===== src/rtl/control_sequencer_if.sv =====
// Control bundle between the sequencer and the datapath: IR/CON feedback in,
// bus selects, register enables, memory strobes and ALU op out.
interface control_sequencer_if #(
  parameter int unsigned OPW = 5
) ();
  logic [31:0]    IR;
  logic           CON_FF;
  logic           PCout, Zhighout, Zlowout, MDRout, Cout, BAout;
  logic           Gra, Grb, Grc, Rin, Rout;
  logic           PCin, MARin, MDRin, IRin, Yin, Zhighin, Zlowin, CONin, IncPC;
  logic           Read, Write;
  logic [OPW-1:0] op;
  logic           Run;

  modport master (
    input  IR, CON_FF,
    output PCout, Zhighout, Zlowout, MDRout, Cout, BAout,
           Gra, Grb, Grc, Rin, Rout,
           PCin, MARin, MDRin, IRin, Yin, Zhighin, Zlowin, CONin, IncPC,
           Read, Write, op, Run
  );

  modport slave (
    output IR, CON_FF,
    input  PCout, Zhighout, Zlowout, MDRout, Cout, BAout,
           Gra, Grb, Grc, Rin, Rout,
           PCin, MARin, MDRin, IRin, Yin, Zhighin, Zlowin, CONin, IncPC,
           Read, Write, op, Run
  );
endinterface


===== src/rtl/control_sequencer.sv =====
// Hardwired Moore control unit: fetch T0-T2, then per-class execute steps.
// The instruction class is latched from IR on the T2->T3 edge.
module control_sequencer #(
  parameter int unsigned    OPW    = 5,
  parameter logic [OPW-1:0] ADD_OP = OPW'(5'b00011)
) (
  input logic                   Clock,
  input logic                   clear_n,
  control_sequencer_if.master   bus
);

  typedef enum logic [3:0] {
    StT0, StT1, StT2, StT3, StT4, StT5, StT6, StT7, StHalt
  } step_e;

  typedef enum logic [3:0] {
    ClsNop, ClsAlu, ClsImm, ClsLd, ClsSt, ClsJr, ClsJal, ClsBr, ClsHalt
  } cls_e;

  step_e          step_q, step_d, last_step;
  cls_e           cls_q, cls_d;
  logic [OPW-1:0] op_q, op_d;

  function automatic cls_e decode(input logic [4:0] opc);
    case (opc)
      5'b00011, 5'b00100, 5'b00101,
      5'b00110, 5'b00111, 5'b01000: decode = ClsAlu;
      5'b01001, 5'b00001:           decode = ClsImm;
      5'b00000:                     decode = ClsLd;
      5'b00010:                     decode = ClsSt;
      5'b10011:                     decode = ClsJr;
      5'b10100:                     decode = ClsJal;
      5'b10010:                     decode = ClsBr;
      5'b11011:                     decode = ClsHalt;
      default:                      decode = ClsNop;
    endcase
  endfunction

  always_comb begin
    case (cls_q)
      ClsAlu, ClsImm: last_step = StT5;
      ClsLd, ClsSt:   last_step = StT7;
      ClsJal:         last_step = StT4;
      ClsBr:          last_step = StT6;
      default:        last_step = StT3;
    endcase
  end

  always_comb begin
    step_d = step_q;
    cls_d  = cls_q;
    op_d   = op_q;
    unique case (step_q)
      StT0:   step_d = StT1;
      StT1:   step_d = StT2;
      StT2: begin
        cls_d  = decode(bus.IR[31:27]);
        op_d   = OPW'(bus.IR[31:27]);
        step_d = (cls_d == ClsNop) ? StT0 : StT3;
      end
      StHalt: step_d = StHalt;
      default: begin
        if (step_q == last_step) step_d = (cls_q == ClsHalt) ? StHalt : StT0;
        else                     step_d = step_e'(step_q + 4'd1);
      end
    endcase
  end

  always_ff @(posedge Clock or negedge clear_n) begin
    if (!clear_n) begin
      step_q <= StT0;
      cls_q  <= ClsNop;
      op_q   <= '0;
    end else begin
      step_q <= step_d;
      cls_q  <= cls_d;
      op_q   <= op_d;
    end
  end

  // Outputs are gated by clear_n so an aborted instruction strobes nothing.
  always_comb begin
    bus.PCout = 1'b0; bus.Zhighout = 1'b0; bus.Zlowout = 1'b0; bus.MDRout = 1'b0;
    bus.Cout  = 1'b0; bus.BAout    = 1'b0;
    bus.Gra   = 1'b0; bus.Grb = 1'b0; bus.Grc = 1'b0; bus.Rin = 1'b0; bus.Rout = 1'b0;
    bus.PCin  = 1'b0; bus.MARin = 1'b0; bus.MDRin = 1'b0; bus.IRin = 1'b0; bus.Yin = 1'b0;
    bus.Zhighin = 1'b0; bus.Zlowin = 1'b0; bus.CONin = 1'b0; bus.IncPC = 1'b0;
    bus.Read  = 1'b0; bus.Write = 1'b0;
    bus.op    = '0;
    bus.Run   = clear_n && (step_q != StHalt);
    if (clear_n) begin
      unique case (step_q)
        StT0: begin
          bus.PCout = 1'b1; bus.MARin = 1'b1; bus.IncPC = 1'b1;
          bus.Zhighin = 1'b1; bus.Zlowin = 1'b1;
        end
        StT1: begin bus.Zlowout = 1'b1; bus.PCin = 1'b1; bus.Read = 1'b1; bus.MDRin = 1'b1; end
        StT2: begin bus.MDRout = 1'b1; bus.IRin = 1'b1; end
        StT3: begin
          unique case (cls_q)
            ClsAlu: begin bus.Grb = 1'b1; bus.Rout = 1'b1; bus.Yin = 1'b1; end
            ClsImm, ClsLd, ClsSt: begin
              bus.Grb = 1'b1; bus.Rout = 1'b1; bus.BAout = 1'b1; bus.Yin = 1'b1;
            end
            ClsJr:  begin bus.Gra = 1'b1; bus.Rout = 1'b1; bus.PCin = 1'b1; end
            ClsJal: begin bus.PCout = 1'b1; bus.Grb = 1'b1; bus.Rin = 1'b1; end
            ClsBr:  begin bus.Gra = 1'b1; bus.Rout = 1'b1; bus.CONin = 1'b1; end
            default: ;
          endcase
        end
        StT4: begin
          unique case (cls_q)
            ClsAlu: begin
              bus.Grc = 1'b1; bus.Rout = 1'b1; bus.Zhighin = 1'b1; bus.Zlowin = 1'b1;
              bus.op  = op_q;
            end
            ClsImm, ClsLd, ClsSt: begin bus.Cout = 1'b1; bus.Zlowin = 1'b1; bus.op = ADD_OP; end
            ClsJal: begin bus.Gra = 1'b1; bus.Rout = 1'b1; bus.PCin = 1'b1; end
            ClsBr:  begin bus.PCout = 1'b1; bus.Yin = 1'b1; end
            default: ;
          endcase
        end
        StT5: begin
          unique case (cls_q)
            ClsAlu, ClsImm: begin bus.Zlowout = 1'b1; bus.Gra = 1'b1; bus.Rin = 1'b1; end
            ClsLd, ClsSt:   begin bus.Zlowout = 1'b1; bus.MARin = 1'b1; end
            ClsBr:          begin bus.Cout = 1'b1; bus.Zlowin = 1'b1; bus.op = ADD_OP; end
            default: ;
          endcase
        end
        StT6: begin
          unique case (cls_q)
            ClsLd: begin bus.Read = 1'b1; bus.MDRin = 1'b1; end
            ClsSt: begin bus.Gra = 1'b1; bus.Rout = 1'b1; bus.MDRin = 1'b1; end
            ClsBr: begin bus.Zlowout = bus.CON_FF; bus.PCin = bus.CON_FF; end
            default: ;
          endcase
        end
        StT7: begin
          unique case (cls_q)
            ClsLd: begin bus.MDRout = 1'b1; bus.Gra = 1'b1; bus.Rin = 1'b1; end
            ClsSt: bus.Write = 1'b1;
            default: ;
          endcase
        end
        default: ;
      endcase
    end
  end

endmodule


===== src/flat_wrapper.sv =====
// flat-port wrapper written by rule: the top's interface ports become plain ports
module control_sequencer_flat 
#(
  parameter int unsigned    OPW    = 5,
  parameter logic [OPW-1:0] ADD_OP = OPW'(5'b00011)
)
  (Clock, clear_n, bus_IR, bus_CON_FF, bus_PCout, bus_Zhighout, bus_Zlowout, bus_MDRout, bus_Cout, bus_BAout, bus_Gra, bus_Grb, bus_Grc, bus_Rin, bus_Rout, bus_PCin, bus_MARin, bus_MDRin, bus_IRin, bus_Yin, bus_Zhighin, bus_Zlowin, bus_CONin, bus_IncPC, bus_Read, bus_Write, bus_op, bus_Run);
  control_sequencer_if #(.OPW(OPW)) bus_i ();
  input logic Clock;
  input logic clear_n;
  input wire logic [$bits(bus_i.IR)-1:0] bus_IR;
  input wire logic [$bits(bus_i.CON_FF)-1:0] bus_CON_FF;
  output wire logic [$bits(bus_i.PCout)-1:0] bus_PCout;
  output wire logic [$bits(bus_i.Zhighout)-1:0] bus_Zhighout;
  output wire logic [$bits(bus_i.Zlowout)-1:0] bus_Zlowout;
  output wire logic [$bits(bus_i.MDRout)-1:0] bus_MDRout;
  output wire logic [$bits(bus_i.Cout)-1:0] bus_Cout;
  output wire logic [$bits(bus_i.BAout)-1:0] bus_BAout;
  output wire logic [$bits(bus_i.Gra)-1:0] bus_Gra;
  output wire logic [$bits(bus_i.Grb)-1:0] bus_Grb;
  output wire logic [$bits(bus_i.Grc)-1:0] bus_Grc;
  output wire logic [$bits(bus_i.Rin)-1:0] bus_Rin;
  output wire logic [$bits(bus_i.Rout)-1:0] bus_Rout;
  output wire logic [$bits(bus_i.PCin)-1:0] bus_PCin;
  output wire logic [$bits(bus_i.MARin)-1:0] bus_MARin;
  output wire logic [$bits(bus_i.MDRin)-1:0] bus_MDRin;
  output wire logic [$bits(bus_i.IRin)-1:0] bus_IRin;
  output wire logic [$bits(bus_i.Yin)-1:0] bus_Yin;
  output wire logic [$bits(bus_i.Zhighin)-1:0] bus_Zhighin;
  output wire logic [$bits(bus_i.Zlowin)-1:0] bus_Zlowin;
  output wire logic [$bits(bus_i.CONin)-1:0] bus_CONin;
  output wire logic [$bits(bus_i.IncPC)-1:0] bus_IncPC;
  output wire logic [$bits(bus_i.Read)-1:0] bus_Read;
  output wire logic [$bits(bus_i.Write)-1:0] bus_Write;
  output wire logic [$bits(bus_i.op)-1:0] bus_op;
  output wire logic [$bits(bus_i.Run)-1:0] bus_Run;
  assign bus_i.IR = bus_IR;
  assign bus_i.CON_FF = bus_CON_FF;
  assign bus_PCout = bus_i.PCout;
  assign bus_Zhighout = bus_i.Zhighout;
  assign bus_Zlowout = bus_i.Zlowout;
  assign bus_MDRout = bus_i.MDRout;
  assign bus_Cout = bus_i.Cout;
  assign bus_BAout = bus_i.BAout;
  assign bus_Gra = bus_i.Gra;
  assign bus_Grb = bus_i.Grb;
  assign bus_Grc = bus_i.Grc;
  assign bus_Rin = bus_i.Rin;
  assign bus_Rout = bus_i.Rout;
  assign bus_PCin = bus_i.PCin;
  assign bus_MARin = bus_i.MARin;
  assign bus_MDRin = bus_i.MDRin;
  assign bus_IRin = bus_i.IRin;
  assign bus_Yin = bus_i.Yin;
  assign bus_Zhighin = bus_i.Zhighin;
  assign bus_Zlowin = bus_i.Zlowin;
  assign bus_CONin = bus_i.CONin;
  assign bus_IncPC = bus_i.IncPC;
  assign bus_Read = bus_i.Read;
  assign bus_Write = bus_i.Write;
  assign bus_op = bus_i.op;
  assign bus_Run = bus_i.Run;
  control_sequencer #(.OPW(OPW), .ADD_OP(ADD_OP)) u_core (.Clock(Clock), .clear_n(clear_n), .bus(bus_i));
endmodule

===== config.mk =====
export PLATFORM = sky130hd
export DESIGN_NAME = control_sequencer_flat
export DESIGN_NICKNAME = d
export VERILOG_FILES = /design/src/rtl/control_sequencer_if.sv /design/src/rtl/control_sequencer.sv /design/src/flat_wrapper.sv
export SDC_FILE = /design/constraint.sdc
export NUM_CORES = 1
export LEC_CHECK = 0
export CAP_MARGIN = 40
export CORE_MARGIN = 3
export CORE_UTILIZATION = 33
export DETAILED_ROUTE_END_ITERATION = 7
export PLACE_DENSITY = 0.65
export SYNTH_ARGS = -nofsm -noshare
export SYNTH_HDL_FRONTEND = slang
export SYNTH_SLANG_ARGS = --single-unit

===== constraint.sdc =====
create_clock -name Clock -period 6 [get_ports Clock]
set_input_delay 1.2 -clock Clock [delete_from_list [all_inputs] [get_ports Clock]]
set_output_delay 1.2 -clock Clock [all_outputs]
set_load 0.03 [all_outputs]

---- After elaboration in Yosys (flattened, before gate mapping) ----
Memory sizes are Yosys's and may differ from the RTL's.
Index checks and enable logic that the tools add are counted.
word-level totals
  memories kept ........................... 1
  memory bits (read-only) ................. 128
  bits in writable memories ............... 0
  word-level logic and storage cells ...... 101
  output and inout port bits .............. 28
  latch bits .............................. 0
  input port bits ......................... 35
  bits in registers ....................... 13
memories
  name              depth  width  rd ports  clocked after Yosys merged registers in  wr ports  line                     source
  (name not given)  32     4      1         0                                        0         control_sequencer.sv:25  case (opc)
operators by class
  order comparisons ....................... 0
  div/mod/pow operators ................... 0
  reduce and logical (&&, ||, !) cells .... 11
  multipliers ............................. 0
  mux-type cells .......................... 67
  shifts and indexed selects .............. 0
  bitwise operators ....................... 0
  equality and inequality tests ........... 18
  add/sub/neg operators ................... 1
operator list
  operator             count
  $mux 1               43
  $eq 4x3->1 const B   8
  $pmux 5 s2           2
  $eq 4x2->1 const B   4
  $pmux 4 s4           1
  $pmux 1 s3           5
  $pmux 1 s2           7
  $mux 4               3
  $pmux 3 s4           1
  $eq 4x1->1 const B   2
  $eq 4x4->1 const B   2
  $logic_not 4->1      2
  $reduce_or 2->1      4
  $reduce_or 6->1      1
  $mux 5               1
  $pmux 1 s5           1
  $reduce_or 5->1      1
  $add 4x1->4 const B  1
  $eq 4x3->1           1
  $mux 2               2
  $ne 4x4->1 const B   1
  $pmux 1 s4           1
  $reduce_or 4->1      1
  $reduce_or 3->1      1
  $logic_and 1x1->1    1

---- Depth between registers and ports, before layout ----
Gate-level depths: netlist of the first run.
  depth in word-level cells ............... 6
  mapped depth ............................ 7
  mapped depth without buffers ............ 7

---- Worst setup path before layout of the first run ----
OpenSTA, ideal clock, no wires.
  kind .................................... input port to output port
  start ................................... input clear_n
  end ..................................... output bus_Zhighin
  required time ........................... 4.800 ns
  slack ................................... 1.940 ns
  data arrival time ....................... 2.860 ns
  cell stages on the path ................. 3
  path buffers ............................ 0
  cell sequence ........................... clkinv_1 -> nor4_1 -> nand2b_1
between the ends
  cells in the longest elaborated chain, start to end .. 1
ends and longest elaborated chain
  item                line                     source
  start: declaration  flat_wrapper.sv:10       input logic clear_n;
  $mux 1              control_sequencer.sv:91  if (clear_n) begin
  end: declaration    flat_wrapper.sv:29       output wire logic [$bits(bus_i.Zhighin)-1:0] bus_Zhighin;
Every way passes these cells.

---- Worst setup path in the final report of the first run ----
Ends and elaborated chain as after synthesis.

==> results of run 1 <==
==> worst max-delay path: stages <==
cell,delay [ns]
sky130_fd_sc_hd__clkdlybuf4s50_1,0.46
sky130_fd_sc_hd__buf_4,0.29
sky130_fd_sc_hd__clkinv_1,0.39
sky130_fd_sc_hd__nor4_1,0.47
sky130_fd_sc_hd__nand2b_1,0.15
sky130_fd_sc_hd__clkdlybuf4s50_1,0.66
==> flip-flops by register name, indices dropped and copies added, names as in the netlist <==
register       cells
u_core.cls_q       4
u_core.op_q        5
u_core.step_q      4
==> path summary, 6_finish.rpt <==
| check | start | end | slack [ns] | cells past startpoint |
|---|---|---|---|---|
| max in group asynchronous | clear_n | u_core.op_q[2] | 4.45 | 2 |
| max reg2reg | u_core.cls_q[2] | u_core.step_q[1] | 3.82 | 5 |
| min | u_core.op_q[4] | u_core.op_q[4] | 0.47 | 2 |
| min in group asynchronous | clear_n | u_core.step_q[2] | 1.32 | 2 |
| min reg2reg | u_core.op_q[4] | u_core.op_q[4] | 0.47 | 2 |
| max | clear_n | bus_Zhighin | 1.19 | 6 |
==> synth_stat cells, drive strengths merged (2+ instances only) <==
cell type / n / area (sq um)
o22ai: 2 / 18.8
dfrtp: 13 / 325
a21oi: 10 / 50.1
or3b: 2 / 17.5
nand3: 7 / 35.0
a311o: 2 / 20.0
o21ai: 10 / 50.1
clkbuf: 7 / 26.3
nor2b: 4 / 25.0
mux2i: 3 / 30.0
nor3: 2 / 10.0
o21bai: 4 / 30.0
nand2b: 6 / 52.6
xnor2: 3 / 26.3
a21o: 2 / 15.0
o32a: 2 / 20.0
a31oi: 2 / 12.5
nand2: 34 / 128
and3: 5 / 31.3
ha: 8 / 100
or2: 2 / 12.5
buf: 5 / 33.8
and2: 2 / 12.5
nand3b: 3 / 22.5
nor2: 26 / 97.6
nor4: 2 / 12.5
and3b: 2 / 17.5
o21a: 2 / 15.0
inv: 8 / 30.0
xor2: 3 / 26.3
==> metal layers <==
metal / global-route usage / wire (microns)
met5: 0 / 0
met1: 0.214 / 1730
met4: 0.0376 / 40
met2: 0.230 / 1730
met3: 0.0208 / 214
==> area by class of cell <==
| type | instances | area [sq um] | area share |
|---|---|---|---|
| multi-input cells | 164 | 1010 | 0.555 |
| repair buffers | 35 | 348 | 0.190 |
| flip-flops and latches | 13 | 325 | 0.178 |
| well taps | 50 | 62.6 | 0.0342 |
| clock buffers | 4 | 45.0 | 0.0246 |
| inverters | 9 | 33.8 | 0.0185 |
==> logic make-up after synthesis <==
| logic type | share of synthesized area |
|---|---|
| adder cells (fa/ha/maj) | 0.0698 |
| multiplexers | 0.0209 |
| other | 0.00262 |
| buffers and inverters | 0.0654 |
| XOR/XNOR | 0.0367 |
| AND/OR/NAND/NOR | 0.364 |
| flip-flops | 0.227 |
| AO/OA/AOI/OAI | 0.214 |
==> stage by stage <==
stage | worst slack [ns] | cells | cell area, sq um
4_1_cts | 1.17 | 275 | 1830
3_3_place_gp | 1.23 | 271 | 1780
6_report | 1.19 | 275 | 1830
3_5_place_dp | 1.17 | 271 | 1780
5_1_grt | 0.919 | 275 | 1830
2_1_floorplan | 1.94 | 198 | 1430
==> power breakdown <==
part	internal (mW)	switching [mW]
clock network	0.0469	0.0303
logic	0.198	0.255
registers	0.126	0.0705
==> results.txt, run 1 <==
----------------------------------------------------
[Timing]
  Worst hold margin ... 0.470 ns
  Final Cycle Share ... 0.802
  Clock skew after layout ... between 0.0015 and 0.002 ns
  Relative max-transition margin ... 0.542
  Top achievable clock speed ... 0.208 GHz
  Max-slew violation count ... 0
  Final sum of negative setup slack ... 0 ns
  Tmin final ... ~4.8 ns
  Unrepaired setup endpoints after global routing ... no
  Final setup violation count ... 0
  Worst-Margin Slew ... 0.682 ns
  Total count of hold-check failures in the final report ... 0

[Clocking]
  Maximum number of buffers from clock root to sink ... 2
  Clock transition at the registers of the reported paths ... 0.05 ns
  Clock tree sinks ... 13
  # Post-CTS Setup Buffers ... 0
  Number of levels the H-tree was split into ... 1
  Hold bufs inserted after CTS ... 0
  TritonCTS clock tree ... done
  Post-cts resize count ... 0
  Cell at the root of the clock tree ... sky130_fd_sc_hd__clkbuf_8
  Number of CTS-inserted buffers ... 3
  Worst-skew pair later-pin latency ... 0.24 ns

[Final layout]
  Antenna fix cells ... 0
  Fill cell count ... 433
  Area Overhead vs Synth ... 27.6%
  Share of the core filled with cells ... 0.448
  Highest-count cells in the layout ignoring fill and taps ... sky130_fd_sc_hd__nand2_1 (34), sky130_fd_sc_hd__clkdlybuf4s50_1 (34), sky130_fd_sc_hd__nor2_1 (26)
  Nets ... about 270
  Layout cells sized above 1 ... 0.0622

[Setup path]
  CP required ... 4.80 ns
  Data arrival time of the critical path ... 3.61 ns
  Critical Path End Type ... output pin
  Type of origin of the critical path ... input pin
  Max FO, Critical Path ... 27
  Setup Crit Path Kind ... in2out

[GRT]
  Initial antenna violation count ... 0
  Wire length of the first global-routing pass ... a little over 6000 microns
  Overall global routing resource usage ... 0.147
  Largest net degree at the start of global routing ... 28
  Leftover overflow at the end of global routing ... 0
  Number of global-route vias before repair ... 1263

[Routing]
  Drc violations ... 0
  DR pass1 iterations ... 5
  Count of routing violations after the opening detailed-route iteration ... between 150 and 200
  Via-per-instance ratio ... 5.31
  Antenna-violating nets left ... 0
  Routed vias ... roughly 1500
  Routed WL per cell ... 13.5 microns
  Post-detailed-routing wire length ... roughly 3700 microns

[Outcome]
  Outcome ... completed

[Hold path]
  Hold crit path type ... reg2reg

[Yosys]
  Number of unique standard cell types used by synthesis ... 50
  Ys async rst share ... 1.00
  Register area share after synthesis ... 0.227
  Synthesized area per cell ... 7.24 sq um
  Number of synthesized register bits ... 13
  Synthesized netlist net count ... 241
  Mapped cell area ... about 1400 sq um
  Count of yosys warnings during synthesis ... 0
  Post-synthesis instance total ... 198
  Number of enable flip-flop cells after synthesis ... 0
  Synth Flop Type ... sky130_fd_sc_hd__dfrtp_1

[Power and ir drop]
  Tot Pwr ... 726 uW
  Pwr per Cell Area ... 397 nW/um^2
  Worst vdd ir ... 0.000160 V
  Leakage power figure ... 0.753 nW

[Floorplan]
  Height of the die ... 71.9 microns
  Area of the placeable core ... 4090 sq um
  Std-Cell Rows ... 23
  Initial core utilization ... 0.351
  Full die area ... 5170 sq um
  Ports ... 63
  Die Span X ... roughly 72 microns

[Place]
  Gp weighted congestion ... ~0.99
  Count of buffers inserted at the top-level ports ... 34
  DP HPWL ... 2830 microns

[Flow run]
  Maxcap violations ... 0

----------------------------------------------------
Power figures use the tool's default switching activity.
==> run 2, diff against run 1 <==
==> constraint.sdc (replaced) <==
create_clock -name Clock -period 4.75 [get_ports Clock]
set_input_delay 0.95 -clock Clock [delete_from_list [all_inputs] [get_ports Clock]]
set_output_delay 0.95 -clock Clock [all_outputs]
set_load 0.03 [all_outputs]
==> results.txt, run 2 (synthesis gave the netlist of run 1 again) <==
----------------------------------------------------
[Setup path]
  Data arrival time of the critical path ... 2.94 ns (-0.67 ns)
  Type of origin of the critical path ... flip-flop
  Startpoint of the worst setup timing path ... u_core.step_q[1]
  Start of the worst register-to-register path ... u_core.cls_q[1]
  CP required ... 3.80 ns (-1.00 ns)
  Setup Crit Path Kind ... reg2out
  Critical Path End Type ... output pin
  Max FO, Critical Path ... 6 (-78%)

[Power and ir drop]
  Worst vdd ir ... 0.000185 V (+15%)
  Leakage power figure ... 0.755 nW (+0.24%)
  Pwr per Cell Area ... 503 nW/um^2 (+27%)

[Timing]
  Relative max-transition margin ... 0.563 (+0.0213)
  Max-slew violation count ... 0 (unchanged)
  Final setup violation count ... 0 (unchanged)
  Worst-Margin Slew ... 0.650 ns (-0.0317 ns)
  Clock skew after layout ... 0.00207 ns (+0.0000864 ns)
  Final Cycle Share ... 0.818
  Unrepaired setup endpoints after global routing ... no
  Top achievable clock speed ... roughly 0.26 GHz
  Tmin final ... 3.89 ns
  Total count of hold-check failures in the final report ... 0 (unchanged)
  Final sum of negative setup slack ... 0 ns (unchanged)

[Floorplan]
  Initial core utilization ... 0.351 (unchanged)
  Full die area ... 5170 sq um (unchanged)
  Die Span X ... 71.9 microns (unchanged)
  Height of the die ... 71.9 microns (unchanged)
  Ports ... 63 (unchanged)
  Area of the placeable core ... 4090 sq um (unchanged)
  Std-Cell Rows ... 23 (unchanged)

[Final layout]
  Regs by FF count ... u_core.op_q: 5 flops, u_core.cls_q: 4 flops, u_core.step_q: 4 flops
  Area used by multi-input combinational logic ... 1010 sq um (unchanged)
  Highest-count cells in the layout ignoring fill and taps ... sky130_fd_sc_hd__nand2_1 (34), sky130_fd_sc_hd__clkdlybuf4s50_1 (33), sky130_fd_sc_hd__nor2_1 (26)
  Sequential cell area ... 325 sq um (unchanged)
  Fill cell count ... 432 (-0.23%)
  Max reg flops ... 5 (unchanged)
  Share of the core filled with cells ... 0.447 (-0.000612)
  Layout cells sized above 1 ... 0.0667 (+0.00444)
  Most common cell after layout, fill and taps aside ... sky130_fd_sc_hd__nand2_1
  Non-Filler Cell Area, Final ... 1830 sq um (-0.14%)
  Antenna fix cells ... 0 (unchanged)
  Nets ... 269 (unchanged)
  Area Overhead vs Synth ... 27.4%
  Register with the most flip-flops ... u_core.op_q

[Routing]
  Antenna-violating nets left ... 0 (unchanged)
  DR pass1 iterations ... 4 (-1)
  Via-per-instance ratio ... 5.31 (about the same)
  Routed WL per cell ... 13.4 microns (-0.73%)
  Drc violations ... 0 (unchanged)
  Routed vias ... 1459 (-0.068%)
  Post-detailed-routing wire length ... 3680 microns (-0.73%)
  Count of routing violations after the opening detailed-route iteration ... 151 (-20%)

[Flow run]
  Maxcap violations ... 0 (unchanged)

[GRT]
  Number of global-route vias before repair ... 1321 (+4.6%)
  Met3 Usage GRT ... 0.0222 (+0.00139)
  Overall global routing resource usage ... 0.145 (-0.00241)
  Most heavily used metal layer in global routing ... met2
  Leftover overflow at the end of global routing ... 0 (unchanged)
  Met2 Track Usage GR ... 0.245 (+0.0153)
  Largest net degree at the start of global routing ... 27 (-3.6%)
  GR Layer Usage met1 ... 0.188 (-0.0261)
  Initial antenna violation count ... 0 (unchanged)
  Wire length of the first global-routing pass ... 6110 microns (+0.23%)

[Clocking]
  TritonCTS clock tree ... done
  Post-cts resize count ... 0 (unchanged)
  Hold bufs inserted after CTS ... 0 (unchanged)
  Clock transition at the registers of the reported paths ... 0.05 ns (about the same)
  Maximum number of buffers from clock root to sink ... 2 (unchanged)
  Cell at the root of the clock tree ... sky130_fd_sc_hd__clkbuf_8
  Clock tree sinks ... 13 (unchanged)
  Number of CTS-inserted buffers ... 3 (unchanged)
  Worst-skew pair later-pin latency ... 0.24 ns (about the same)
  # Post-CTS Setup Buffers ... 0 (unchanged)
  Number of levels the H-tree was split into ... 1 (unchanged)

[Place]
  Area of placed instances ... 1780 sq um (-0.14%)
  DP HPWL ... 2850 microns (+0.68%)
  Count of buffers inserted at the top-level ports ... 34 (unchanged)
  Gp weighted congestion ... 0.980 (-0.81%)

[Hold path]
  Hold crit path type ... reg2reg
  Launch point of the worst hold path ... u_core.op_q[4]

[Outcome]
  Outcome ... completed

----------------------------------------------------
-- run 2: worst paths after layout --
kind	slack (ns)	endpoint	depth (start not counted)
worst max-delay path	0.86	bus_Gra	7
worst min-delay path	0.47	u_core.op_q[4]	2
worst max register to register	2.58	u_core.step_q[1]	5
worst min register to register	0.47	u_core.op_q[4]	2
max in group asynchronous	3.42	u_core.op_q[3]	2
min in group asynchronous	1.10	u_core.step_q[3]	2
-- run 2: layout make-up --
class	instances	share of cell area
Multi-Input combinational cell	164	0.555
Timing Repair Buffer	35	0.189
Sequential cell	13	0.178
Tap cell	50	0.0342
Clock buffer	4	0.0247
Inverter	9	0.0185
-- run 2: metal layers --
layer / vias up / part of all wire
met3: 5 / 0.052
met5: - / 0
met4: 0 / 0.011
met1: 675 / 0.47
li1: 740 / -
met2: 39 / 0.47
-- run 2: power breakdown --
group	leakage [nW]	internal (mW)	switching [mW]	total (mW)
registers	0.166	0.159	0.0898	0.249
clock network	0.0228	0.0592	0.0385	0.0978
logic	0.566	0.249	0.324	0.573
-- run 2: worst max-delay path: stages, from the launching register on --
cell	delay (ns)
sky130_fd_sc_hd__dfrtp_1	0.43
sky130_fd_sc_hd__inv_1	0.10
sky130_fd_sc_hd__ha_1	0.28
sky130_fd_sc_hd__a21boi_1	0.19
sky130_fd_sc_hd__a31oi_1	0.05
sky130_fd_sc_hd__or4b_4	0.55
sky130_fd_sc_hd__a2111oi_2	0.37
sky130_fd_sc_hd__clkdlybuf4s50_1	0.73
-- run 2: metrics by stage --
stage / total power [mW] / setup slack [ns] / hold WS (ns) / instances
CTS: 0.922 / 0.845 / 0.471 / 275
detailed placement: 0.821 / 0.852 / 0.458 / 271
floorplan: 0.674 / 1.19 / 0.438 / 198
global placement: 0.815 / 0.909 / 0.455 / 271
finish: 0.920 / 0.863 / 0.468 / 275
global route: 1.00 / 0.717 / 0.497 / 275
